### config.mk
export PLATFORM = sky130hd
export DESIGN_NAME = ps2_scancode_controller
export DESIGN_NICKNAME = d
export VERILOG_FILES = /design/src/rtl/ps2_pkg.sv /design/src/rtl/ps2_event_fifo.sv /design/src/rtl/ps2_scancode_controller.sv
export SDC_FILE = /design/constraint.sdc
export NUM_CORES = 1
export LEC_CHECK = 0
export CAP_MARGIN = 30
export CORE_MARGIN = 4
export CORE_UTILIZATION = 40
export CTS_CLUSTER_SIZE = 28
export DETAILED_ROUTE_END_ITERATION = 6
export PLACE_DENSITY_LB_ADDON = 0.12
export SLEW_MARGIN = 40
export SYNTH_ARGS = -nofsm -noshare
export SYNTH_HDL_FRONTEND = slang
export SYNTH_SLANG_ARGS = --single-unit
### constraint.sdc
create_clock -name clock -period 2.9 [get_ports clock]
set_input_delay 0.58 -clock clock [delete_from_list [all_inputs] [get_ports clock]]
set_output_delay 0.58 -clock clock [all_outputs]
set_load 0.1 [all_outputs]
### src/rtl/ps2_pkg.sv
// ---------------------------------------------------------------------------
// ps2_pkg
// Shared definitions for the PS/2 Set-2 scan-code controller:
//   - byte values with special meaning in the keyboard-to-host stream
//   - sequencer state encoding
//   - the 10-bit key event record {extended, released, code}
// ---------------------------------------------------------------------------
package ps2_pkg;

    localparam logic [7:0] PS2_EXT      = 8'hE0;
    localparam logic [7:0] PS2_BRK      = 8'hF0;
    localparam logic [7:0] PS2_PAUSE    = 8'hE1;
    localparam logic [7:0] PS2_BAT_OK   = 8'hAA;
    localparam logic [7:0] PS2_BAT_FAIL = 8'hFC;
    localparam logic [7:0] PS2_ACK      = 8'hFA;
    localparam logic [7:0] PS2_ECHO     = 8'hEE;
    localparam logic [7:0] PS2_RESEND   = 8'hFE;
    localparam logic [7:0] PS2_ERR0     = 8'h00;
    localparam logic [7:0] PS2_ERR1     = 8'hFF;

    // Bytes that follow E1 in the Pause make sequence (E1 14 77 E1 F0 14 F0 77).
    localparam logic [2:0] PAUSE_TAIL_BYTES = 3'd7;

    localparam int EVENT_W = 10;

    typedef enum logic [2:0] {
        IDLE,
        EXT,
        BRK,
        EXT_BRK,
        PAUSE
    } ps2_state_e;

    typedef struct packed {
        logic       extended;
        logic       released;
        logic [7:0] code;
    } ps2_event_t;

    function automatic logic is_kbd_error(input logic [7:0] b);
        return (b == PS2_ERR0) || (b == PS2_ERR1) || (b == PS2_BAT_FAIL);
    endfunction

    // Command responses carry no key information and are dropped silently.
    function automatic logic is_ignored(input logic [7:0] b);
        return (b == PS2_ACK) || (b == PS2_ECHO) || (b == PS2_RESEND);
    endfunction

endpackage

### src/rtl/ps2_event_fifo.sv
// ---------------------------------------------------------------------------
// ps2_event_fifo
// Synchronous first-word-fall-through FIFO for key event records.
//   clock, reset     : rising-edge clock, asynchronous active-low reset
//   push, push_data  : write request and record; ignored when full unless a
//                      pop happens in the same cycle
//   full, empty      : occupancy status
//   pop              : remove head entry (ignored when empty)
//   head_data        : current head record, valid whenever !empty
// ---------------------------------------------------------------------------
module ps2_event_fifo #(
    parameter int DEPTH = 4,
    parameter int WIDTH = 10
) (
    input  logic             clock,
    input  logic             reset,
    input  logic             push,
    input  logic [WIDTH-1:0] push_data,
    output logic             full,
    input  logic             pop,
    output logic             empty,
    output logic [WIDTH-1:0] head_data
);

    localparam int AW = $clog2(DEPTH);

    // One extra pointer bit distinguishes full from empty when indices match.
    logic [AW:0]      wr_ptr_q, wr_ptr_d;
    logic [AW:0]      rd_ptr_q, rd_ptr_d;
    logic [WIDTH-1:0] mem_q [DEPTH];
    logic             do_push, do_pop;

    assign empty = (wr_ptr_q == rd_ptr_q);
    assign full  = (wr_ptr_q[AW] != rd_ptr_q[AW]) &&
                   (wr_ptr_q[AW-1:0] == rd_ptr_q[AW-1:0]);

    // A pop frees the slot the simultaneous push lands in, so full+pop+push
    // is accepted.
    assign do_pop  = pop && !empty;
    assign do_push = push && (!full || do_pop);

    always_comb begin
        wr_ptr_d = wr_ptr_q;
        rd_ptr_d = rd_ptr_q;
        if (do_push) begin
            wr_ptr_d = wr_ptr_q + (AW+1)'(1);
        end
        if (do_pop) begin
            rd_ptr_d = rd_ptr_q + (AW+1)'(1);
        end
    end

    always_ff @(posedge clock or negedge reset) begin
        if (!reset) begin
            wr_ptr_q <= '0;
            rd_ptr_q <= '0;
        end else begin
            wr_ptr_q <= wr_ptr_d;
            rd_ptr_q <= rd_ptr_d;
        end
    end

    // Storage needs no reset: entries are only observed between push and pop.
    always_ff @(posedge clock) begin
        if (do_push) begin
            mem_q[wr_ptr_q[AW-1:0]] <= push_data;
        end
    end

    // Combinational head read gives first-word-fall-through behaviour.
    assign head_data = mem_q[rd_ptr_q[AW-1:0]];

endmodule

### src/rtl/ps2_scancode_controller.sv
// ---------------------------------------------------------------------------
// ps2_scancode_controller
// Turns the PS/2 receiver byte stream into key events.
//   clock, reset        : rising-edge clock, asynchronous active-low reset
//   rx_valid, rx_data   : one-cycle byte strobe and byte from the receiver
//   event_valid/ready   : handshake toward the consumer, head of event FIFO
//   event_code          : scan code of the head event (0 when empty)
//   event_extended      : head event carried the E0 prefix
//   event_released      : head event is a key release (F0 prefix)
//   overflow            : sticky, an event was dropped on a full FIFO
//   bat_passed          : sticky, self-test pass byte AA seen
//   kbd_error           : sticky, error byte 00/FF/FC seen
//   clear_status        : clears the sticky flags (a same-cycle set wins)
// ---------------------------------------------------------------------------
module ps2_scancode_controller
    import ps2_pkg::*;
#(
    parameter int FIFO_DEPTH     = 4,
    parameter int TIMEOUT_CYCLES = 50000
) (
    input  logic       clock,
    input  logic       reset,
    input  logic       rx_valid,
    input  logic [7:0] rx_data,
    output logic       event_valid,
    input  logic       event_ready,
    output logic [7:0] event_code,
    output logic       event_extended,
    output logic       event_released,
    output logic       overflow,
    output logic       bat_passed,
    output logic       kbd_error,
    input  logic       clear_status
);

    localparam int             TW           = $clog2(TIMEOUT_CYCLES + 1);
    localparam logic [TW-1:0]  TIMEOUT_LAST = TW'(TIMEOUT_CYCLES - 1);

    ps2_state_e    state_q, state_d;
    logic [TW-1:0] timeout_q, timeout_d;
    logic [2:0]    pause_q, pause_d;
    logic          overflow_q, overflow_d;
    logic          bat_q, bat_d;
    logic          err_q, err_d;

    logic          push;
    ps2_event_t    push_evt;
    logic          set_bat, set_err;

    logic          fifo_full, fifo_empty, pop, drop;
    logic [EVENT_W-1:0] head_data;
    ps2_event_t    head_evt;

    // Sequencer: prefixes steer state, the final byte of a sequence pushes.
    always_comb begin
        state_d   = state_q;
        timeout_d = timeout_q;
        pause_d   = pause_q;
        push      = 1'b0;
        push_evt  = '0;
        set_bat   = 1'b0;
        set_err   = 1'b0;

        if (rx_valid) begin
            timeout_d = '0;
            unique case (state_q)
                IDLE: begin
                    if (rx_data == PS2_EXT) begin
                        state_d = EXT;
                    end else if (rx_data == PS2_BRK) begin
                        state_d = BRK;
                    end else if (rx_data == PS2_PAUSE) begin
                        state_d = PAUSE;
                        pause_d = PAUSE_TAIL_BYTES;
                    end else if (rx_data == PS2_BAT_OK) begin
                        set_bat = 1'b1;
                    end else if (is_kbd_error(rx_data)) begin
                        set_err = 1'b1;
                    end else if (!is_ignored(rx_data)) begin
                        push     = 1'b1;
                        push_evt = '{extended: 1'b0, released: 1'b0, code: rx_data};
                    end
                end
                EXT: begin
                    if (rx_data == PS2_BRK) begin
                        state_d = EXT_BRK;
                    end else if (rx_data != PS2_EXT) begin
                        push     = 1'b1;
                        push_evt = '{extended: 1'b1, released: 1'b0, code: rx_data};
                        state_d  = IDLE;
                    end
                end
                BRK: begin
                    push     = 1'b1;
                    push_evt = '{extended: 1'b0, released: 1'b1, code: rx_data};
                    state_d  = IDLE;
                end
                EXT_BRK: begin
                    push     = 1'b1;
                    push_evt = '{extended: 1'b1, released: 1'b1, code: rx_data};
                    state_d  = IDLE;
                end
                PAUSE: begin
                    // The byte that takes the counter from 1 to 0 completes Pause.
                    if (pause_q == 3'd1) begin
                        push     = 1'b1;
                        push_evt = '{extended: 1'b0, released: 1'b0, code: PS2_PAUSE};
                        state_d  = IDLE;
                        pause_d  = '0;
                    end else begin
                        pause_d = pause_q - 3'd1;
                    end
                end
                default: state_d = IDLE;
            endcase
        end else if (state_q != IDLE) begin
            // Abandon a partial sequence the keyboard never finished.
            if (timeout_q == TIMEOUT_LAST) begin
                state_d   = IDLE;
                timeout_d = '0;
                pause_d   = '0;
            end else begin
                timeout_d = timeout_q + TW'(1);
            end
        end
    end

    assign pop  = !fifo_empty && event_ready;
    assign drop = push && fifo_full && !pop;

    // Sticky flags: a set in the same cycle overrides clear_status.
    always_comb begin
        overflow_d = clear_status ? 1'b0 : overflow_q;
        bat_d      = clear_status ? 1'b0 : bat_q;
        err_d      = clear_status ? 1'b0 : err_q;
        if (drop)    overflow_d = 1'b1;
        if (set_bat) bat_d      = 1'b1;
        if (set_err) err_d      = 1'b1;
    end

    always_ff @(posedge clock or negedge reset) begin
        if (!reset) begin
            state_q    <= IDLE;
            timeout_q  <= '0;
            pause_q    <= '0;
            overflow_q <= 1'b0;
            bat_q      <= 1'b0;
            err_q      <= 1'b0;
        end else begin
            state_q    <= state_d;
            timeout_q  <= timeout_d;
            pause_q    <= pause_d;
            overflow_q <= overflow_d;
            bat_q      <= bat_d;
            err_q      <= err_d;
        end
    end

    ps2_event_fifo #(
        .DEPTH (FIFO_DEPTH),
        .WIDTH (EVENT_W)
    ) u_fifo (
        .clock     (clock),
        .reset     (reset),
        .push      (push),
        .push_data (push_evt),
        .full      (fifo_full),
        .pop       (pop),
        .empty     (fifo_empty),
        .head_data (head_data)
    );

    // Head fields are forced to zero while empty so stale storage never shows.
    assign head_evt       = ps2_event_t'(head_data);
    assign event_valid    = !fifo_empty;
    assign event_code     = fifo_empty ? 8'h00 : head_evt.code;
    assign event_extended = !fifo_empty && head_evt.extended;
    assign event_released = !fifo_empty && head_evt.released;

    assign overflow   = overflow_q;
    assign bat_passed = bat_q;
    assign kbd_error  = err_q;

endmodule

# ---- Yosys cells after proc, flatten, opt, wreduce, memory -nomap -nowiden
# Memories as Yosys holds them, arrays and structs flattened.
# Index checks and enable logic that the tools add are counted.
dict set report op_classes {
  add_sub_neg 4
  mul 0
  n_div 0
  order_cmp 0
  n_eq_ne 26
  shift 0
  n_mux 61
  bitwise_logic 0
  reduce_logical 27
}
# cell n
set op_table {}
lappend op_table {{equality test 8 bit (second input constant)} 9}
lappend op_table {{2-to-1 mux 8 bit} 8}
lappend op_table {{case mux 10 bit (5 select lines)} 1}
lappend op_table {{2-to-1 mux 16 bit} 3}
lappend op_table {{2-to-1 mux 3 bit} 14}
lappend op_table {{2-to-1 mux 10 bit} 3}
lappend op_table {{2-to-1 mux 1 bit} 29}
lappend op_table {{adder 16 x 1 -> 16 bit (second input constant)} 1}
lappend op_table {{equality test 16 bit (second input constant)} 1}
lappend op_table {{!= test 3 bit (second input constant)} 4}
lappend op_table {{nonzero test 2 bit} 5}
lappend op_table {{case mux 3 bit (3 select lines)} 1}
lappend op_table {{logical AND 1 bit} 8}
lappend op_table {{zero test 8 bit} 1}
lappend op_table {{!= test 8 bit (second input constant)} 1}
lappend op_table {{adder 3 x 1 -> 3 bit (second input constant)} 2}
lappend op_table {{equality test 3 x 1 -> 1 bit (second input constant)} 2}
lappend op_table {{equality test 3 x 2 -> 1 bit (second input constant)} 2}
lappend op_table {{case mux 3 bit (2 select lines)} 1}
lappend op_table {{AND reduction 6 bit} 1}
lappend op_table {{logical OR 1 bit} 5}
lappend op_table {{!= test 5 bit (second input constant)} 1}
lappend op_table {{AND reduction 5 bit} 1}
lappend op_table {{!= test 4 bit (second input constant)} 1}
lappend op_table {{11 further kinds} 13}
dict set report word_totals {
  ff_bits 31
  latch_bits 0
  mem_bits_rw 40
  rom_bits 0
  out_inout_bits 14
  elab_cells 127
  memories 1
}
# memory depth word_bits rd rd_clocked_by_memory_dff wr line
set memory_table {}
lappend memory_table {u_fifo.mem_q 4 10 1 0 1 ps2_event_fifo.sv:30} ;# logic [WIDTH-1:0] mem_q [DEPTH];

# ---- Depth between registers and ports, before layout
# Gate-level depths: netlist of the first run.
dict set report logic_depth {
  depth_word 14
  ltp_mapped 7
  depth_no_buf 7
}

# ---- By module
# From an unflattened synthesis of the first run, not the netlist that was laid out.
dict set report hier_totals {
  hier_cells 330
  area_unflattened_um2 3697.3
}
# mod instances cells_per_inst area_per_inst_um2
set by_module_without_submodules {}
lappend by_module_without_submodules {ps2_event_fifo 1 100 1900.6}
lappend by_module_without_submodules {ps2_scancode_controller 1 230 1796.7}

# ---- Worst setup path after synthesis of the first run
# No wires, ideal clock.
dict set report synth_timing {
  path_kind {flip-flop to output port}
  start {register u_fifo.rd_ptr_q[0]}
  end {output port event_code[0]}
  arrival_ns 2.328
  required_ns 2.320
  slack_ns -0.008
  path_stages_with_launch 4
  n_path_buf 1
  path_cell_list {dfrtp_1 -> buf_2 -> mux4_2 -> nor2b_1}
}
dict set report synth_via {
  elab_chain_cells 2
  elab_cells_between_ends 3
  classes_between {eq/ne: 1; mux: 1; memory: 1}
}
# element line
set synth_lines {}
lappend synth_lines {{start, declared} ps2_event_fifo.sv:29} ;# logic [AW:0] rd_ptr_q, rd_ptr_d;
lappend synth_lines {{start signal, assigned} ps2_event_fifo.sv:59} ;# rd_ptr_q <= rd_ptr_d;
lappend synth_lines {{memory (4 x 10 bit) / equality test 3 bit (equally long branches)} n/a}
lappend synth_lines {{2-to-1 mux 8 bit (*)} ps2_scancode_controller.sv:176} ;# assign event_code = fifo_empty ? 8'h00 : head_evt.code;
lappend synth_lines {{end, declared} ps2_scancode_controller.sv:27} ;# output logic [7:0] event_code,
# Every way passes the cells marked *; elsewhere a longest branch is shown, timed or not.

# ---- Worst setup path in the final report of the first run
dict set report layout_timing {
  start {input port rx_data[6]}
  end {register u_fifo.wr_ptr_q[2]}
}
dict set report layout_via {
  elab_chain_cells 12
  elab_cells_between_ends 26
  classes_between {eq/ne: 10; mux: 10; reduce/logical: 6}
}
# element line
set layout_lines {}
lappend layout_lines {{start, declared} ps2_scancode_controller.sv:24} ;# input logic [7:0] rx_data,
lappend layout_lines {{equality test 8 bit} ps2_pkg.sv:46} ;# return (b == PS2_ACK) || (b == PS2_ECHO) || (b == PS2_RESEND);
lappend layout_lines {{logical OR 1 bit (2 in a row)} ps2_pkg.sv:46}
lappend layout_lines {{2-to-1 mux 1 bit} ps2_scancode_controller.sv:79} ;# end else if (!is_ignored(rx_data)) begin
lappend layout_lines {{2-to-1 mux 1 bit} ps2_scancode_controller.sv:77} ;# end else if (is_kbd_error(rx_data)) begin
lappend layout_lines {{2-to-1 mux 1 bit} ps2_scancode_controller.sv:75} ;# end else if (rx_data == PS2_BAT_OK) begin
lappend layout_lines {{2-to-1 mux 1 bit} ps2_scancode_controller.sv:72} ;# end else if (rx_data == PS2_PAUSE) begin
lappend layout_lines {{2-to-1 mux 1 bit} ps2_scancode_controller.sv:70} ;# end else if (rx_data == PS2_BRK) begin
lappend layout_lines {{2-to-1 mux 1 bit} ps2_scancode_controller.sv:68} ;# if (rx_data == PS2_EXT) begin
lappend layout_lines {{case mux 1 bit (4 select lines) (*)} ps2_scancode_controller.sv:66} ;# unique case (state_q)
lappend layout_lines {{2-to-1 mux 1 bit (*)} ps2_scancode_controller.sv:64} ;# if (rx_valid) begin
lappend layout_lines {{logical AND 1 bit (*)} ps2_event_fifo.sv:40} ;# assign do_push = push && (!full || do_pop);
lappend layout_lines {{end signal, assigned} ps2_event_fifo.sv:58} ;# wr_ptr_q <= wr_ptr_d;
lappend layout_lines {{end, declared} ps2_event_fifo.sv:28} ;# logic [AW:0] wr_ptr_q, wr_ptr_d;
# Marked as above.
# A chain may end at the register's enable or synchronous reset.

==> summary.txt, run 1 <==
Pwr
  • Clock Power Share: 14.8%
  • Sw frac: 45.9%
  • Switch Pwr: 2.45 mW
  • Internal power: between 2 and 3 mW
  • Final Power: 5.34 mW
  • Reg power frac: between 20 and 30%
  • Pwr Density: 1210 nW/um^2
  • Max IR drop VDD: approximately 0.00050 V
  • Static Leak: 1.74 nW
  • Logic gate share of total power: 57.9%

Worst setup path
  • Crit Path Class: in2reg
  • CP max-delay cell: o311a_2
  • Worst path cell trace: clkdlybuf4s50_1, or3_1, a2111o_1, o2111a_2, o311a_2, xor2_1
  • Endpoint type of the worst setup path: flop
  • Critical Path Start Type: input pin
  • Crit-path max cell delay: around 0.54 ns
  • Worst endpoint required time: a little over 3 ns
  • Crit path max fanout: 11
  • Worst Path Arrival: 2.76 ns

Clock network
  • Worst skew pair latency: between 0.3 and 0.4 ns
  • Bufs on Longest Clock Path: 2
  • Clk pin slew, worst setup/hold paths: 0.07 ns
  • Clock sinks: 71
  • Hold buffer count at CTS: 0
  • Htree depth: 3
  • # resized after CTS: 0
  • Root Driver: clkbuf_8
  • Number of setup buffers added after CTS: 0
  • CTS tree: done
  • Total CTS buffers: 9

Finish
  • Register Area: a little under 2000 sq um
  • Share of cells above drive strength 1: 22.1%
  • Fillers: between 800 and 900
  • Final Cell Area: 4430 sq um
  • Layout Nets: 378
  • Area delta synth->final: 24.7%
  • Final Core Density: about half
  • Fin cells: 470
  • N_diodes: 0
  • Area taken by multi-input logic gates: 1500 sq um

Synthesis
  • Post-Syn Area per Cell: between 10 and 15 sq um
  • Syn Nets: 323
  • Yosys reg bits: ~70
  • Most frequent cells after synthesis: edfxtp_1 (40), dfrtp_1 (31), nor2_1 (26)
  • Multiplexer share of the synthesized area: roughly 6.7%
  • Sequential area share after synthesis: 55.7%
  • Fraction of the mapped netlist area in adder cells: 2.82%
  • Post-synth top flop: edfxtp_1
  • Synthesized instance count: 302
  • Synth Area in Compound Gates: 11.6%
  • Share of the synthesized area in the top cell type: 33.8%
  • Synth area leader: edfxtp_1
  • Yosys warning count: 0
  • Most numerous cell in the Yosys netlist: edfxtp_1
  • Largest family of logic cells by synthesized area: simple AND/OR/NAND/NOR gates
  • Netlist cell types: 52
  • Synth top area cells: edfxtp_1 (34%), dfrtp_1 (22%), mux4_2 (6.3%), ha_1 (2.8%), nor2_1 (2.7%)
  • Asr flop ratio synth: between 40% and 50%
  • EDFF count, synth: 40
  • Post-Synth Simple-Gate Area: 16.8%
  • Post-Syn Area: 3550 sq um
  • Xor and xnor area share after synthesis: 3.95%

Detailed routing
  • Vias: 2527
  • DR iter-0 viols: 88
  • Initial DRT Pass Iterations: 4
  • Post-DR wirelength/cell: 16.1 um
  • Residual DRC count: 0
  • Via density: 5.38
  • Detailed Route WL: around 7.6 mm
  • DRT antenna net count: 0

Floorplanning
  • Die H: 102 um
  • Die area: 10400 sq um
  • Ports: 27
  • Die Wd: 102 um
  • CORE AREA: just under 9000 sq um
  • Initial Util: 40.9%
  • Site Rows: 34

STA
  • Achievable Freq: 393 MHz
  • Slew HR: 64.4%
  • Fin worst setup slack: 0.354 ns
  • Min Tclk post-route: 2.55 ns
  • Fin crit share: 87.8%
  • Setup Skew: between 0.01 and 0.015 ns
  • Hold Slack: 0.490 ns
  • Final slew viol count: 0
  • Final setup TNS: 0 ns
  • Final setup viols: 0
  • RSZ-0062 raised after global routing: false
  • Hold Violations, Final: 0
  • Worst slew pin tran: 0.527 ns

Global route
  • Vias in the first global route: 2499
  • GRT overflow: 0
  • Tot GR Track Use: 16.0%
  • Pin count of the biggest net entering global routing: 32
  • Initial antenna violation count: 0
  • First-pass GRT wire length: approximately 13 mm

Placed design
  • Port Buf Inserts: 26
  • Gp weighted congestion: 0.827
  • DP HPWL: 5.43 mm
  • Placed Cells: between 400 and 500
  • Post-place setup slack: -0.00317 ns
  • DP Area: 4230 sq um

Run
  • Number of max-cap violations: 0

Hold path
  • Type of the most critical hold path: reg2reg

Outcome
  • Status: finished, final reports clean
-- cells in the final DEF (no fill, tap or decap), types with 10 or more instances in the layout --
cell type,count
mux4_2,10
clkdlybuf4s50_1,12
o21ai_0,16
dfrtp_1,31
nor2_1,26
inv_1,14
edfxtp_1,40
buf_4,30
nand2_1,24
nand3_1,14
xnor2_1,11
buf_12,11
-- critical path: cells and delay by family --
family                 cells  cell delay [ns]
XOR/XNOR                   1             0.19
AND/OR/NAND/NOR            1             0.40
buffers and inverters      1             0.41
AO/OA/AOI/OAI              3             1.18
-- final timing paths --
path	start	to	slack, ns	cells past startpoint
max	rx_data[6]	u_fifo.wr_ptr_q[2]	0.35	6
min	u_fifo.wr_ptr_q[2]	u_fifo.wr_ptr_q[2]	0.49	1
max reg2reg	pause_q[1]	u_fifo.mem_q[3][9]	0.45	6
min reg2reg	u_fifo.wr_ptr_q[2]	u_fifo.wr_ptr_q[2]	0.49	1
max in group asynchronous	reset	timeout_q[1]	1.97	2
min in group asynchronous	reset	state_q[0]	0.64	2
-- final cells by class --
cell class	instances	share of cell area [%]
Timing Repair Buffer	53	12.8
Multi-Input combinational cell	208	33.9
Tap cell	108	3.05
Clock buffer	10	2.88
Clock inverter	6	1.55
Sequential cell	71	44.6
Inverter	14	1.19
-- kinds of logic after synthesis --
kind of cell | Yosys count
simple gates | 115
mux | 11
compound gates | 58
flops | 71
fa+ha+maj | 8
buf+inv | 23
xor+xnor | 16
-- sequential cells by signal, summed over array words and instances (netlist names) --
name and flops:
state_q 3, overflow 1, pause_q 3, u_fifo.mem_q 40, kbd_error 1, u_fifo.wr_ptr_q 3
u_fifo.rd_ptr_q 3, timeout_q 16, bat_passed 1
-- power by group through the flow --
stage                     Sequential (mW)  Combinational (mW)  Clock (mW)
after floorplan                      1.46                2.01           0
after global placement               1.48                3.10           0
after detailed placement             1.48                3.11           0
after CTS                            1.46                3.13       0.810
after global routing                 1.49                3.28       0.858
final                                1.46                3.09       0.792
-- layer usage --
layer	part of all wire (%)	up-vias	track usage (%)	wire length, um
met5	0	-	0	0
met4	1.4	0	5.15	108
met3	2.3	13	2.66	177
met2	49	29	26.6	3710
met1	47	1238	21.4	3550
li1	-	1247	-	-
Power figures use the tool's default switching activity.
==> inputs of run 2 (changes only) <==
MAX_ROUTING_LAYER = met4   (was default)
==> run 2 against run 1 <==
Against the previous run:
- clock power grew 0.5%
- maximum frequency is essentially flat
- global-route usage grew 0.51 points
- non-clock buffer count is the same
- utilization is the same
- critical path type unchanged
- largest cell class unchanged
- largest power group unchanged
- highest routed layer unchanged
==> summary.txt, run 2 (synthesis gave the netlist of run 1 again) <==
Global route
  • Pin count of the biggest net entering global routing: 32 (unchanged)
  • Vias in the first global route: 2495 (was 2499)
  • Tot GR Track Use: 16.5% (was 16.0%)
  • Initial antenna violation count: 0 (unchanged)
  • First-pass GRT wire length: 12.8 mm (about the same)
  • GRT overflow: 0 (unchanged)

Clock network
  • Clock sinks: 71 (unchanged)
  • Worst skew pair latency: 0.35 ns (about the same)
  • Clk pin slew, worst setup/hold paths: 0.07 ns (about the same)
  • Bufs on Longest Clock Path: 2 (unchanged)
  • Hold buffer count at CTS: 0 (unchanged)
  • CTS tree: done (unchanged)
  • Number of setup buffers added after CTS: 0 (unchanged)
  • Total CTS buffers: 9 (unchanged)
  • # resized after CTS: 0 (unchanged)
  • Htree depth: 3 (unchanged)
  • Root Driver: clkbuf_8 (unchanged)

Worst setup path
  • Crit-path max cell delay: 0.54 ns (about the same)
  • Critical Path Start Type: input pin (unchanged)
  • CP max-delay cell: o311a_2 (unchanged)
  • Worst path cell trace: clkdlybuf4s50_1, or3_1, a2111o_1, o2111a_2, o311a_2, xor2_1 (unchanged)
  • Crit-path leading delay family: compound AO/OA/AOI/OAI gates (unchanged)
  • Crit Path Class: in2reg (unchanged)
  • Crit path max fanout: 11 (unchanged)
  • Endpoint type of the worst setup path: flop (unchanged)
  • CP bufs+invs: 1 (unchanged)
  • Worst endpoint required time: 3.11 ns (about the same)
  • Worst Path Arrival: 2.76 ns (about the same)

STA
  • Final slew viol count: 0 (unchanged)
  • Final setup viols: 0 (unchanged)
  • RSZ-0062 raised after global routing: false (unchanged)
  • Min Tclk post-route: 2.55 ns (about the same)
  • Worst slew pin tran: 0.535 ns (was 0.527 ns)
  • Achievable Freq: 392 MHz (was 393 MHz)
  • Hold Violations, Final: 0 (unchanged)
  • Setup Skew: 0.0134 ns (was 0.0133 ns)
  • Fin crit share: 87.9% (was 87.8%)
  • Slew HR: 63.9% (was 64.4%)

Detailed routing
  • DR iter-0 viols: 106 (was 88)
  • DRT antenna net count: 0 (unchanged)
  • Post-DR wirelength/cell: 16.2 um (was 16.1 um)
  • Via density: 5.37 (was 5.38)
  • Initial DRT Pass Iterations: 4 (unchanged)
  • Detailed Route WL: 7.61 mm (was 7.55 mm)
  • Residual DRC count: 0 (unchanged)
  • Vias: 2522 (was 2527)

Pwr
  • Clock Power Share: 14.9% (was 14.8%)
  • Logic gate share of total power: 57.8% (was 57.9%)
  • Max IR drop VDD: 0.000500 V (unchanged)
  • Switch Pwr: 2.45 mW (about the same)
  • Reg power frac: 27.3% (about the same)
  • Static Leak: 1.74 nW (unchanged)
  • Internal power: 2.89 mW (about the same)
  • Final Power: 5.34 mW (about the same)
  • Pwr Density: 1210 nW/um^2 (about the same)
  • Sw frac: 45.9% (about the same)

Floorplanning
  • Die area: 10400 sq um (unchanged)
  • Die H: 102 um (unchanged)
  • CORE AREA: 8680 sq um (unchanged)
  • Die Wd: 102 um (unchanged)
  • Initial Util: 40.9% (unchanged)
  • Site Rows: 34 (unchanged)
  • Ports: 27 (unchanged)

Finish
  • Share of cells above drive strength 1: 22.1% (unchanged)
  • Commonest non-fill, non-tap cell in the layout: edfxtp_1 (unchanged)
  • Layout Nets: 378 (unchanged)
  • Fin cells: 470 (unchanged)
  • Area delta synth->final: 24.7% (unchanged)
  • Largest register FFs: 40 (unchanged)
  • Commonest cells after routing, fill and taps aside: edfxtp_1 (40), dfrtp_1 (31), buf_4 (30), nor2_1 (26), nand2_1 (24) (unchanged)
  • Final Cell Area: 4430 sq um (unchanged)
  • N_diodes: 0 (unchanged)

Placed design
  • DP HPWL: 5.43 mm (unchanged)
  • DP Area: 4230 sq um (unchanged)
  • Placed Cells: 454 (unchanged)
  • Port Buf Inserts: 26 (unchanged)
  • Gp weighted congestion: 0.840 (was 0.827)

Hold path
  • Type of the most critical hold path: reg2reg (unchanged)

Outcome
  • Status: finished, final reports clean (unchanged)

Run
  • Number of max-cap violations: 0 (unchanged)
==> run 2: power groups by stage <==
| stage | clock [mW] | combinational [mW] | sequential [mW] |
|---|---|---|---|
| after floorplan | 0 | 2.01 | 1.46 |
| after global placement | 0 | 3.10 | 1.48 |
| after detailed placement | 0 | 3.11 | 1.48 |
| after CTS | 0.810 | 3.13 | 1.46 |
| after global routing | 0.859 | 3.28 | 1.49 |
| final | 0.796 | 3.09 | 1.46 |
==> run 2: cell type report <==
class / count / area, sq um
multi-input cells: 208 / 1500
repair buffers: 53 / 566
flip-flops and latches: 71 / 1980
fillers: 823 / 4250
clock buffers: 10 / 128
clock inverters: 6 / 68.8
inverters: 14 / 52.6
well taps: 108 / 135
==> run 2: worst paths after layout <==
kind	slack, ns	startpoint	depth (start not counted)	to
max in group asynchronous	1.96	reset	2	timeout_q[1]
setup reg to reg	0.45	pause_q[1]	6	u_fifo.mem_q[3][9]
min in group asynchronous	0.64	reset	2	state_q[0]
hold / removal	0.49	u_fifo.wr_ptr_q[2]	1	u_fifo.wr_ptr_q[2]
setup / recovery	0.35	rx_data[6]	6	u_fifo.wr_ptr_q[2]
hold reg to reg	0.49	u_fifo.wr_ptr_q[2]	1	u_fifo.wr_ptr_q[2]
==> run 2: layer usage <==
metal	vias up	global-route usage (%)	share of wire, %
met4	0	5.15	1.4
met5	-	-	0
met1	1221	21.5	47
met2	42	26.5	49
met3	14	2.66	2.9
li1	1245	-	-
==> run 2: metrics by stage <==
stage	hold WS, ns	utilization (%)	setup slack (ns)	setup TNS [ns]
detailed placement	0.481	48.8	-0.00317	-0.00317
CTS	0.495	51.0	0.346	0
global placement	0.474	48.8	0.0223	0
finish	0.490	51.0	0.352	0
floorplan	0.284	-	-0.00839	-0.0336
global route	0.526	51.0	0.226	0
==> inputs of run 3 (changes only) <==
DONT_BUFFER_PORTS = 1   (was default)
==> run 3 against run 2 <==
Against the previous run:
- die area did not move
- clock power rose by 3.0%
- combinational power fell by 18%
- setup slack got worse by 0.030 ns
- sequential share of layout area rose by 4.1 points
- clock skew fell by 0.0038 ns
- count of clock-buffer cells in the layout fell by 1
- hold slack got worse by 0.44 ns
- critical path depth fell by 3
- largest cell class unchanged
==> summary.txt, run 3 (synthesis gave the netlist of run 1 again) <==
Clock network
  • Htree depth: 3 (unchanged)
  • CTS tree: done (unchanged)
  • Total CTS buffers: 9 (unchanged)
  • Bufs on Longest Clock Path: 2 (unchanged)
  • Clock sinks: 71 (unchanged)
  • Worst skew pair latency: 0.35 ns (about the same)
  • Clk pin slew, worst setup/hold paths: 0.09 ns (was 0.07 ns)
  • Root Driver: clkbuf_8 (unchanged)

Pwr
  • Max IR drop VDD: 0.000656 V (was 0.000500 V)
  • Pwr Density: 1190 nW/um^2 (was 1210 nW/um^2)
  • Static Leak: 1.56 nW (was 1.74 nW)

STA
  • Final slew viol count: 0 (unchanged)
  • Fin crit share: 88.9% (was 87.9%)
  • Worst slew pin tran: 0.852 ns (was 0.535 ns)
  • Final setup TNS: 0 ns (unchanged)
  • Min Tclk post-route: 2.58 ns (was 2.55 ns)
  • Slew HR: 42.9% (was 63.9%)
  • RSZ-0062 raised after global routing: false (unchanged)
  • Final setup viols: 0 (unchanged)
  • Setup Skew: 0.00963 ns (was 0.0134 ns)
  • Hold Slack: 0.0507 ns (was 0.490 ns)
  • Hold Violations, Final: 0 (unchanged)
  • Achievable Freq: 388 MHz (was 392 MHz)

Placed design
  • DP HPWL: 5.34 mm (was 5.43 mm)
  • Gp weighted congestion: 0.874 (was 0.840)
  • DP Area: 3840 sq um (was 4230 sq um)
  • Placed Cells: 422 (was 454)
  • Port Buf Inserts: 0 (was 26)

Worst setup path
  • Endpoint type of the worst setup path: primary output (was flop)
  • Crit path max fanout: 5 (was 11)
  • R2R depth: 5 (was 6)
  • Reg-to-reg startpoint: u_fifo.wr_ptr_q[1] (was pause_q[1])
  • Flop2flop setup slack: 0.41 ns (was 0.45 ns)
  • Worst path cell trace: xor2_1, nor3b_2, clkinv_1 (was clkdlybuf4s50_1, or3_1, a2111o_1, o2111a_2, o311a_2, xor2_1)
  • FF-to-FF End: u_fifo.rd_ptr_q[1] (was u_fifo.mem_q[3][9])
  • CP max-delay cell: clkinv_1 (was o311a_2)
  • Crit-path max cell delay: 0.71 ns (was 0.54 ns)
  • Worst Path Arrival: 2.00 ns (was 2.76 ns)
  • Crit-path leading delay family: buffers and inverters (was compound AO/OA/AOI/OAI gates)
  • Crit Path Class: reg2out (was in2reg)
  • CP bufs+invs: 1 (unchanged)
  • Critical Path Start Type: flop (was input pin)
  • Worst endpoint required time: 2.32 ns (was 3.11 ns)

Detailed routing
  • Detailed Route WL: 7.47 mm (was 7.61 mm)
  • Vias: 2415 (was 2522)
  • Residual DRC count: 0 (unchanged)
  • DR iter-0 viols: 88 (was 106)
  • Initial DRT Pass Iterations: 4 (unchanged)
  • Via density: 5.50 (was 5.37)
  • DRT antenna net count: 0 (unchanged)
  • Post-DR wirelength/cell: 17.0 um (was 16.2 um)

Global route
  • Pin count of the biggest net entering global routing: 32 (unchanged)
  • First-pass GRT wire length: 12.5 mm (was 12.8 mm)
  • GRT overflow: 0 (unchanged)
  • Vias in the first global route: 2368 (was 2495)
  • Tot GR Track Use: 16.4% (was 16.5%)
  • Initial antenna violation count: 0 (unchanged)

Finish
  • Final Cell Area: 4070 sq um (was 4430 sq um)
  • Area delta synth->final: 14.5% (was 24.7%)
  • Commonest cells after routing, fill and taps aside: edfxtp_1 (40), dfrtp_1 (28), nor2_1 (26), nand2_1 (24), buf_4 (21) (was edfxtp_1 (40), dfrtp_1 (31), buf_4 (30), nor2_1 (26), nand2_1 (24))
  • Largest register FFs: 40 (unchanged)
  • Share of cells above drive strength 1: 21.1% (was 22.1%)
  • Commonest non-fill, non-tap cell in the layout: edfxtp_1 (unchanged)
  • Layout Nets: 347 (was 378)
  • Fin cells: 439 (was 470)
  • Fillers: 830 (was 823)
  • N_diodes: 0 (unchanged)
  • Final Core Density: 46.8% (was 51.0%)

Floorplanning
  • Ports: 27 (unchanged)
  • Initial Util: 40.9% (unchanged)
  • Die area: 10400 sq um (unchanged)
  • Site Rows: 34 (unchanged)
  • Die Wd: 102 um (unchanged)
  • Die H: 102 um (unchanged)
  • CORE AREA: 8680 sq um (unchanged)

Hold path
  • Type of the most critical hold path: in2async (was reg2reg)

Run
  • Number of max-cap violations: 0 (unchanged)

Outcome
  • Status: finished, final reports clean (unchanged)
-- run 3: how the worst max path moves through the flow --
stage                                   from            endpoint  slack (ns)  cells after the start
after global routing      u_fifo.rd_ptr_q[2]         event_valid        0.18                      3
after CTS                 u_fifo.rd_ptr_q[0]       event_code[5]        0.28                      4
after floorplan           u_fifo.rd_ptr_q[0]       event_code[5]      -0.008                      3
after detailed placement          rx_data[6]  u_fifo.wr_ptr_q[2]        0.43                      5
after global placement            rx_data[6]  u_fifo.wr_ptr_q[2]        0.45                      5
final                     u_fifo.wr_ptr_q[1]         event_valid        0.32                      3
-- run 3: metrics by stage --
step / power [mW] / setup slack, ns
after detailed placement: 4.05 / 0.431
after CTS: 4.89 / 0.281
final: 4.84 / 0.322
after global routing: 5.12 / 0.181
after floorplan: 3.48 / -0.00839
after global placement: 4.03 / 0.446
-- run 3: area by class of cell --
class                   instances  area (sq um)  share of cell area, %
well taps                     108           135                   3.32
inverters                      14          52.6                   1.29
repair buffers                 22           178                   4.37
clock inverters                 7          80.1                   1.97
flip-flops and latches         71          1980                   48.7
multi-input cells             208          1520                   37.3
clock buffers                   9           124                   3.05
-- run 3: routing by layer --
metal / vias to the layer above / track usage, % / part of all wire (%)
met1: 1182 / 21.9 / 47
li1: 1190 / - / -
met2: 32 / 24.9 / 48
met3: 11 / 3.21 / 2.9
met4: 0 / 6.36 / 1.5
met5: - / - / 0
-- run 3: what timing repair did --
action                                  CTS  global route
hold buffers                              1             0
endpoints found under the setup margin    0             0
resized for setup                         0             0
hold endpoints to repair                 31             0
setup buffers                             0             0
-- run 3: where the power goes --
group	switching, mW	internal [mW]	total (mW)
sequential	0.189	1.31	1.50
clock	0.411	0.409	0.820
combinational	1.77	0.743	2.52
total	2.37	2.46	4.84
